`config.mk`:
```
export PLATFORM = sky130hd
export DESIGN_NAME = regfile_wr_decoder
export DESIGN_NICKNAME = d
export VERILOG_FILES = /design/src/rtl/regfile_wr_decoder.sv
export SDC_FILE = /design/constraint.sdc
export NUM_CORES = 1
export LEC_CHECK = 0
export CAP_MARGIN = 30
export CORE_MARGIN = 5
export CORE_UTILIZATION = 35
export DETAILED_ROUTE_END_ITERATION = 8
export DONT_BUFFER_PORTS = 1
export HOLD_SLACK_MARGIN = 0.02
export PLACE_DENSITY = 0.51
export SYNTH_ARGS = -nofsm -noshare
export SYNTH_HDL_FRONTEND = slang
export SYNTH_SLANG_ARGS = --single-unit
```
`constraint.sdc`:
```
create_clock -name Clock -period 2.2 [get_ports Clock]
set_clock_uncertainty 0.15 [all_clocks]
set_input_delay 0.11 -clock Clock [delete_from_list [all_inputs] [get_ports Clock]]
set_output_delay 0.11 -clock Clock [all_outputs]
set_load 0.01 [all_outputs]
```
`src/rtl/regfile_wr_decoder.sv`:
```
// Registered SEL_W-to-2**SEL_W one-hot write-enable decoder for the register
// file, with a sequenced sweep mode that walks every output for clear passes.
// Ports:
//   Clock, Reset   rising-edge clock, async active-high reset
//   EN, Sel        decode enable and select (decode mode)
//   Mode, Start    Mode=1 with Start launches a sweep from IDLE/DONE
//   Abort          terminates a sweep in progress
//   Y              registered one-hot / all-zero enables
//   Idx            index of the asserted sweep output
//   Busy, Done     sweep in progress / one-cycle completion pulse
module regfile_wr_decoder #(
  parameter int SEL_W      = 3,
  parameter int SWEEP_HOLD = 1
) (
  input  logic                  Clock,
  input  logic                  Reset,
  input  logic                  EN,
  input  logic [SEL_W-1:0]      Sel,
  input  logic                  Mode,
  input  logic                  Start,
  input  logic                  Abort,
  output logic [2**SEL_W-1:0]   Y,
  output logic [SEL_W-1:0]      Idx,
  output logic                  Busy,
  output logic                  Done
);

  localparam int OUT_N = 2**SEL_W;
  localparam int HW    = $clog2(SWEEP_HOLD) + 1;

  localparam logic [OUT_N-1:0] ONE      = OUT_N'(1);
  localparam logic [HW-1:0]    HOLD_END = HW'(SWEEP_HOLD - 1);
  localparam logic [SEL_W-1:0] IDX_END  = SEL_W'(OUT_N - 1);

  typedef enum logic [1:0] {
    IDLE  = 2'd0,
    SWEEP = 2'd1,
    DONE  = 2'd2
  } state_t;

  state_t           state_q;
  logic [OUT_N-1:0] y_q;
  logic [SEL_W-1:0] idx_q;
  logic [HW-1:0]    hold_q;
  logic             busy_q;
  logic             done_q;

  logic start_sweep;
  assign start_sweep = Start & Mode;

  always_ff @(posedge Clock or posedge Reset) begin
    if (Reset) begin
      state_q <= IDLE;
      y_q     <= '0;
      idx_q   <= '0;
      hold_q  <= '0;
      busy_q  <= 1'b0;
      done_q  <= 1'b0;
    end else begin
      unique case (state_q)
        SWEEP: begin
          if (Abort) begin
            // Abort beats the final-hold edge: no Done pulse.
            state_q <= IDLE;
            y_q     <= '0;
            idx_q   <= '0;
            hold_q  <= '0;
            busy_q  <= 1'b0;
            done_q  <= 1'b0;
          end else if (hold_q == HOLD_END) begin
            hold_q <= '0;
            if (idx_q == IDX_END) begin
              state_q <= DONE;
              y_q     <= '0;
              idx_q   <= '0;
              busy_q  <= 1'b0;
              done_q  <= 1'b1;
            end else begin
              idx_q <= idx_q + SEL_W'(1);
              y_q   <= y_q << 1;
            end
          end else begin
            hold_q <= hold_q + HW'(1);
          end
        end
        default: begin
          // IDLE and DONE both decode; DONE lasts one cycle.
          hold_q <= '0;
          idx_q  <= '0;
          done_q <= 1'b0;
          if (start_sweep) begin
            state_q <= SWEEP;
            y_q     <= ONE;
            busy_q  <= 1'b1;
          end else begin
            state_q <= IDLE;
            y_q     <= EN ? (ONE << Sel) : '0;
            busy_q  <= 1'b0;
          end
        end
      endcase
    end
  end

  assign Y    = y_q;
  assign Idx  = idx_q;
  assign Busy = busy_q;
  assign Done = done_q;

endmodule

```
# Yosys cells after proc, flatten, opt, wreduce, memory -nomap -nowiden
# Index checks and enable logic that the tools add are counted.
# Widths: inputs -> output; s select.
[op_classes]
n_shift = 1
n_eq_ne = 4
n_mux = 27
n_reduce_logical = 1
bitwise = 1
add_sub_neg = 2
[op_table]
columns = ["operator", "count"]
rows = [
  ["$mux 8", 6],
  ["$mux 1", 13],
  ["$mux 3", 4],
  ["$mux 2", 4],
  ["$shl 1x3->8 const A", 1],
  ["$ne 3x3->1 const B", 2],
  ["$add 3x1->3 const B", 1],
  ["$eq 3x3->1 const B", 1],
  ["$eq 2x1->1 const B", 1],
  ["$reduce_and 2->1", 1],
  ["$add 1x1->1 const B", 1],
  ["$and 1x1->1", 1],
]
[word_totals]
out_inout_bits = 13
word_cells = 42
in_bits = 9
reg_bits = 16

# Logic depth before layout (Yosys ltp)
[logic_depth]
ltp_word = 5
depth_mapped = 5
depth_no_buf = 5

# Least setup slack after synthesis
# Ideal clock, no wire load.
[synth_timing]
kind = "reg2reg"
start = "reg idx_q[0], in the netlist Idx[0]"
end = "reg y_q[6], in the netlist Y[6]"
path_buffers = 0
setup_time_ns = 0.095
t_arrival_ns = 1.378
required_ns = 1.955
synth_period_minus_slack_ns = 1.624
path_stages_with_launch = 6
slack_ns = 0.576
cell_sequence = "dfrtp_1 ha_1 ha_1 nor4b_4 nand2_1 o31ai_1"
[synth_via]
elab_chain_len = 5
[synth_rtl]
columns = ["element", "line", "text"]
rows = [
  ["start, declared", "43", "logic [SEL_W-1:0] idx_q;"],
  ["start signal, assigned", "79", "idx_q <= idx_q + SEL_W'(1);"],
  ["$eq 3x3->1", "72", "if (idx_q == IDX_END) begin"],
  ["$mux 8", "72", ""],
  ["$mux 8", "70", "end else if (hold_q == HOLD_END) begin"],
  ["$mux 8", "62", "if (Abort) begin"],
  ["$mux 8", "60", "unique case (state_q)"],
  ["end signal, assigned", "80", "y_q <= y_q << 1;"],
  ["end signal, assigned", "97", "y_q <= EN ? (ONE << Sel) : '0;"],
  ["end, declared", "42", "logic [OUT_N-1:0] y_q;"],
]
# Every way passes these cells. The select of a mux whose other input is x is not followed.
# A chain may end at the register's enable or synchronous reset.

# Worst setup path after layout
[layout_timing]
start = "reg state_q[1]"
end = "reg y_q[0], in the netlist Y[0]"
[layout_via]
elab_chain_len = 2
word_cells_on_any_way = 3
cone_classes = "eq/ne (2); mux (1)"
[layout_rtl]
columns = ["element", "line", "text"]
rows = [
  ["start, declared", "41", "state_t state_q;"],
  ["start signal, assigned", "53", "state_q <= IDLE;"],
  ["start signal, assigned", "64", "state_q <= IDLE;"],
  ["start signal, assigned", "73", "state_q <= DONE;"],
  ["$eq 2x1->1 (*)", "60", ""],
  ["$ne 3x3->1 (no line) / $mux 8 (equally long branches)", "n/a", ""],
]
# Every way passes the cells marked *; elsewhere a longest branch is shown, timed or not.

==> results by group <==
Yosys
  • Synth area leader: dfrtp_1
  • Synthesized flop and latch total: 13
  • Cells after synthesis: 49
  • Syn nets: 60
  • Synth area leaders: dfrtp_1, nand2_1, ha_1
  • Syn. warnings: 0
  • Register area share after synthesis: 57.40%
  • Share of the synthesized area in the top cell type: 57.40%
  • Distinct cells, synth: 15
  • Syn Std Cell Area: around 570 um2
  • Synth Area per Inst: between 10 and 15 um2

Critical path
  • CP Max Fanout: 5
  • Worst r2r path cells: 4
  • FF-to-FF Start: state_q[1]
  • Crit start category: flip-flop
  • Crit path kind: reg -> reg
  • Worst Setup SP: state_q[1]
  • Max stage delay cell, worst path: dlygate4sd3_1
  • Required @ worst endpoint: 2.22 ns
  • Crit-path cells: nand2b_4 > nand3b_4 > dlygate4sd3_1 > o31ai_1
  • Crit. End Element: flip-flop
  • Data arrival, critical path: approximately 1.8 ns
  • CP max stage delay: 0.61 ns

Clocking
  • CTS Buffer Depth: 2
  • Cts bufs inserted: 3
  • TritonCTS clock tree: done
  • CTS Root Buffer Type: clkbuf_4
  • Htree depth: 1
  • Clock-pin transition on the worst setup and hold timing paths: 0.08 ns
  • Total clock sinks: 13
  • Clk_lat worst skew: between 0.2 and 0.3 ns

Global route
  • GR Layer Usage met3: 5.621%
  • GRT Overall Usage: 11.40%
  • Pin count of the biggest net entering global routing: 14
  • Grt peak-use layer: met2
  • Initial antenna violation count: 0
  • GR Util met2: between 15 and 20%
  • Vias in the first global route: between 400 and 500
  • Global-route wire length before repair: 2145 um
  • GR Overflow Total: 0
  • Routing usage on met1: between 10% and 20%

STA
  • Rel. slew slack: 67.13%
  • Period utilization: 82.71%
  • Fin crit period: between 1.5 and 2 ns
  • Post-route setup TNS: 0 ns
  • Final Max Tran Viols: 0
  • WHS: 0.1474 ns
  • Final setup viols: 0
  • Final Hold Fails: 0
  • Slew @ Worst Pin: around 0.49 ns
  • Final worst slack: 0.3803 ns
  • Unrepaired setup endpoints after global routing: no
  • Max Fclk: approximately 550 MHz

Route
  • Routed len/inst: between 15 and 20 um
  • Detail Route Antenna Nets: 0
  • Vias: 410
  • DR iter-0 viols: 0
  • Drt first pass iters: 1
  • Drt drc: 0
  • Vias per cell: 5.125
  • Final WL: approximately 1200 um

Floorplanning
  • Die Area: about 2500 um2
  • Num rows: 14
  • Initial Utilization: between 30% and 40%
  • Num ports: 22
  • Core area: 1524 um2
  • Die height: between 50 and 60 um
  • Die W: 50.24 um

Placement
  • Placed cells: 65
  • Final HPWL DP: 911.4 um
  • Place WS: 0.4211 ns
  • RD Place Congestion: 0.7268
  • PortBufs: 0
  • Post-DP Area: 586.8 um2

Power
  • Leak: between 0.0003 and 0.0004 uW
  • Clock Power Share: a little under a third
  • P per Cell Area: 640.3 nW/um2
  • Sw Ratio: 25.26%
  • Psw: 117.0 uW
  • Flop pwr share: about 56%
  • Internal power: around 350 uW
  • VDD IR max: 0.0003368 V
  • Comb power frac: between 10% and 20%

Outcome
  • Outcome: complete, no violations

Final layout
  • Share of layout cells above drive strength 1: 12.50%
  • Cell Count, Final, Fillers Out: 80
  • Design Area, Final: 723.2 um2
  • Number of nets in the layout: 76
  • Area grow syn2layout: 27.59%
  • Count of inserted antenna diode cells: 0

Hold path
  • Worst hold path type: in -> async

Job
  • Max-cap viol count: 0
[placed cells by master (no fill, tap or decap)]
master and n:
o21ai_0 5, clkbuf_1 1, nor2_2 1, nand3b_4 1
nand2b_4 1, inv_1 1, clkbuf_4 3, o31ai_1 3
nand3_1 3, dlygate4sd3_1 11, or3_4 1, and2_1 3
nand3b_1 1, nand2_1 11, nor2_1 2, ha_1 2
dfrtp_1 13, nor4b_4 1
[worst paths after layout]
path                            slack, ns      to
min in group Clock                   0.37  Idx[0]
worst max-delay path                 0.38    Y[0]
worst min-delay path                 0.15    Y[7]
max in group asynchronous            1.42  Idx[2]
worst max register to register       0.38    Y[0]
worst min register to register       0.37  Idx[0]
[final cells by class]
| cell class | instances | area, um2 |
|---|---|---|
| Fill cell | 153 | 800.8 |
| Sequential cell | 13 | 325.3 |
| Multi-Input combinational cell | 35 | 237.7 |
| Timing Repair Buffer | 11 | 110.1 |
| Clock buffer | 4 | 26.28 |
| Tap cell | 16 | 20.02 |
| Inverter | 1 | 3.754 |
[synth_stat cells]
cell / instances
o31ai_1: 3
nor4b_4: 1
nand2_1: 11
and2_1: 3
o21ai_0: 5
nand2b_4: 1
inv_1: 1
ha_1: 2
or3_4: 1
nor2_2: 1
nand3_1: 3
nand3b_4: 1
dfrtp_1: 13
nor2_1: 2
nand3b_1: 1
[metrics by stage]
step	utilization, %	total power, uW
floorplan	-	293.5
global placement	38.51	302.6
detailed placement	38.51	303.0
CTS	47.45	474.4
global route	47.45	499.4
finish	47.45	463.1
[kinds of logic (layout without fill, tap and decap cells)]
kind of cell	Yosys count	after routing	synth area share [%]
compound gates	8	8	8.388
fa+ha+maj	2	2	4.414
buf+inv	1	16	0.6616
flops	13	13	57.39
simple gates	25	25	29.14
[state kept, by name (all words and copies together), names as in the netlist]
register  flops
Idx           3
Y             8
state_q       2
[worst max-delay path: cells and delay by family, from the launching register on]
| family | cells | cell delay (ns) |
|---|---|---|
| AOI/OAI and AO/OA | 1 | 0.23 |
| buffers and inverters | 1 | 0.61 |
| DFF | 1 | 0.46 |
| and+or+nand+nor | 2 | 0.27 |
[power by group through the flow]
stage,registers [uW],logic (uW),clock network (uW)
floorplan,264,29.8,0
global route,262,64.3,173
global placement,266,36.8,0
detailed placement,266,37.1,0
CTS,261,57.7,156
finish,261,56.5,146
[metal layers]
layer,vias to the layer above,part of all wire (%)
met2,13,48
met1,195,41
met3,4,8.9
met4,0,2.3
li1,198,-
met5,-,0
[what timing repair did]
| item | CTS | global route |
|---|---|---|
| hold buffers | 11 | 0 |
| endpoints found under the hold margin | 26 | 0 |
| resized for setup | 0 | 0 |
| setup buffers | 0 | 0 |
Power figures use the tool's default switching activity.
